File: src/rtl/mux8_to_1.sv
// mux8_to_1: 8-to-1 bit selector built from gate-level 2:1 and 4:1 stages, with a registered copy
module mux2_to_1 (
    input  logic a,
    input  logic b,
    input  logic s,
    output logic out
);
    logic s_n;
    logic pick_a;
    logic pick_b;
    not g_inv (s_n, s);
    and g_a (pick_a, a, s_n);
    and g_b (pick_b, b, s);
    or  g_or (out, pick_a, pick_b);
endmodule

// mux4_to_1: two 2:1 stages on sel[0], then a 2:1 on sel[1]
module mux4_to_1 (
    input  logic [3:0] in,
    input  logic [1:0] sel,
    output logic       out
);
    logic lo;
    logic hi;
    mux2_to_1 u_lo  (.a(in[0]), .b(in[1]), .s(sel[0]), .out(lo));
    mux2_to_1 u_hi  (.a(in[2]), .b(in[3]), .s(sel[0]), .out(hi));
    mux2_to_1 u_fin (.a(lo),    .b(hi),    .s(sel[1]), .out(out));
endmodule

// mux32_to_1: four 8:1 leaves on byte lanes feeding a 4:1 root on sel[4:3]
module mux32_to_1 (
    input  logic [31:0] in,
    input  logic [4:0]  sel,
    output logic        out
);
    logic [3:0] leaf;
    for (genvar k = 0; k < 4; k++) begin : g_leaf
        mux8_to_1 u_leaf (
            .clk  (1'b0),
            .reset(1'b0),
            .in   (in[8*k+7:8*k]),
            .sel  (sel[2:0]),
            .out  (leaf[k]),
            .out_q()
        );
    end
    mux4_to_1 u_root (.in(leaf), .sel(sel[4:3]), .out(out));
endmodule

module mux8_to_1 (
    input  logic       clk,
    input  logic       reset,
    input  logic [7:0] in,
    input  logic [2:0] sel,
    output logic       out,
    output logic       out_q
);
    logic lower;
    logic upper;
    mux4_to_1 u_lower (.in(in[3:0]), .sel(sel[1:0]), .out(lower));
    mux4_to_1 u_upper (.in(in[7:4]), .sel(sel[1:0]), .out(upper));
    mux2_to_1 u_final (.a(lower), .b(upper), .s(sel[2]), .out(out));
    // capture the selected bit each rising edge; reset clears it without waiting for clk
    always_ff @(posedge clk or posedge reset) begin
        if (reset) out_q <= 1'b0;
        else       out_q <= out;
    end
endmodule

File: config.mk
export PLATFORM = sky130hd
export DESIGN_NAME = mux32_to_1
export DESIGN_NICKNAME = d
export VERILOG_FILES = /design/src/rtl/mux8_to_1.sv
export SDC_FILE = /design/constraint.sdc
export NUM_CORES = 1
export LEC_CHECK = 0
export CORE_MARGIN = 1
export CORE_UTILIZATION = 39
export DETAILED_ROUTE_END_ITERATION = 16
export PLACE_DENSITY = 0.86
export SLEW_MARGIN = 25
export SYNTH_ARGS = -nofsm -noshare
export SYNTH_HDL_FRONTEND = slang
export SYNTH_HIERARCHICAL = 1
export SYNTH_SLANG_ARGS = --single-unit
File: constraint.sdc
create_clock -name vclk -period 2.7
set_clock_uncertainty 0.1 [all_clocks]
set_input_delay 0.405 -clock vclk [all_inputs]
set_output_delay 0.405 -clock vclk [all_outputs]
set_load 0.05 [all_outputs]
==> run_results.csv <==
group,metric,value,unit
critical_path,crit_fanout,8,
route,drtIter0Drc,3,
layout,final_net_count,111,
status,status,"finished clean",
layout,clock_buffers,0,
sta,relSlewSlack,82.1,%
synth,synthCells,31,
critical_path,start_kind,"input pin",
route,dr.pass1.iters,4,
grt,grt_usage,19.3,%
sta,hold_slack,1490,ps
power_and_ir_drop,ir_drop,0.0000886,V
placed_design,gp_congestion,0.647,
power_and_ir_drop,pwr_density_cell,179,mW/mm2
grt,grt_pass1_vias,424,
route,drtAntennaViolNets,0,
sta,worst_slew_pin_slew,268,ps
grt,grt_overflow,0,
synth,synthesis.nets,68,
synth,syn_area_per_cell,15.0,um2
layout,num_antenna_cells,0,
route,wl_per_cell,14.8,um
route,top_layer_used,"met3",
floorplan,core,0.00111,mm2
floorplan,die_x,36.5,um
sta,post-route-period-util,99.3,%
critical_path,critPathBufInv,3,
grt,grt_max_degree,9,
floorplan,start_util,41.9,%
critical_path,arrival,2180,ps
critical_path,cp-end-kind,"primary output",
critical_path,path_common_cell,"mux2_4",
run,maxCapViolations,0,
synth,synth_area,465,um2
sta,min_period,2680,ps
sta,slew_violations,0,
floorplan,die_h,36.5,um
sta,max_freq,0.373,GHz
route,drc,0,
route,dr_wl_met3,9,um
layout,multiInputGateArea,465,um2
layout,num-fill-cells,80,
layout,flops_and_latches,0,
critical_path,critical_path_class,"in2out",
critical_path,slowest_delay,290,ps
layout,final_cell_area,900,um2
placed_design,io_buffers,38,
floorplan,rows,12,
sta,rsz0062_at_grt,"true",
cts,cts_setup_buffers,0,
floorplan,io_pins,38,
sta,tns,0,ps
critical_path,cp_slowest_cell,"mux2_4",
power_and_ir_drop,p_leak,0.486,nW
sta,finalSetupViolCount,0,
grt,grt_pass1_wl,1920,um
floorplan,fp.dieArea,0.00134,mm2
placed_design,dp_hpwl,1040,um
route,vias,419,
min_path,hold_class,"in2out",
layout,layout-drive-gt1-share,50.0,%
route,drt-met1-wl,559,um
route,route.met2.wl,705,um
sta,finalHoldViolations,0,
critical_path,path_cells,"buf_8, buf_12, mux2_4, mux2_4, mux2_4, mux2_4, mux2_4, buf_8",
synth,ys_warn_count,6,
power_and_ir_drop,power,0.000161,W
grt,antenna_found_initial,0,
layout,area_delta_synth_final,93.3,%
route,via_per_inst,4.87,
critical_path,critPathTopFamily,"multiplexers",
placed_design,place_area,901,um2
layout,fin_util,81.0,%
layout,area.sequential,0,um2
cts,cts_hold_buffers,0,
route,routed_wl,1270,um
critical_path,cp.required,2190,ps
## final timing paths
| path | start | endpoint | slack [ps] | depth (start not counted) |
|---|---|---|---|---|
| setup / recovery | sel[0] | out | 20 | 8 |
| hold / removal | sel[4] | out | 1490 | 3 |
## per-layer routing
layer	global-route usage, %	vias to the layer above
li1	-	209
met1	26.1	206
met2	36.2	4
met3	0	0
met4	0	0
met5	0	-
## layout make-up
class,instances,area share (%)
repair buffers,41,46.3
well taps,14,1.95
multi-input cells,31,51.7
## stage by stage
| step | cells | worst slack (ps) |
|---|---|---|
| global placement | 85 | -430 |
| global route | 86 | -7.29 |
| detailed placement | 85 | -476 |
| floorplan | 31 | 392 |
| finish | 86 | 18.0 |
| CTS | 86 | 9.89 |
## where the power goes
part           switching, W  internal, W  leakage (nW)
sequential                0            0             0
combinational     0.0000473     0.000114         0.486
clock                     0            0             0
## tightest hold or removal path: stages
cell and delay [ps]:
clkdlybuf4s50_1 430, mux2_4 220, buf_8 140
## timing repair
action / CTS / global route
gates resized for setup: 42 / 1
cloned: 1 / 0
hold endpoints to repair: 0 / 0
endpoints found under the setup margin: 1 / 1
pin swaps: 0 / 0
## cell usage in the layout (no fill, tap or decap)
cell and instances:
buf_8 2, buf_16 1, mux2_4 31, dlygate4sd2_1 33, clkdlybuf4s50_1 3, buf_12 2
Note: power is estimated with default switching activity, not from simulation.
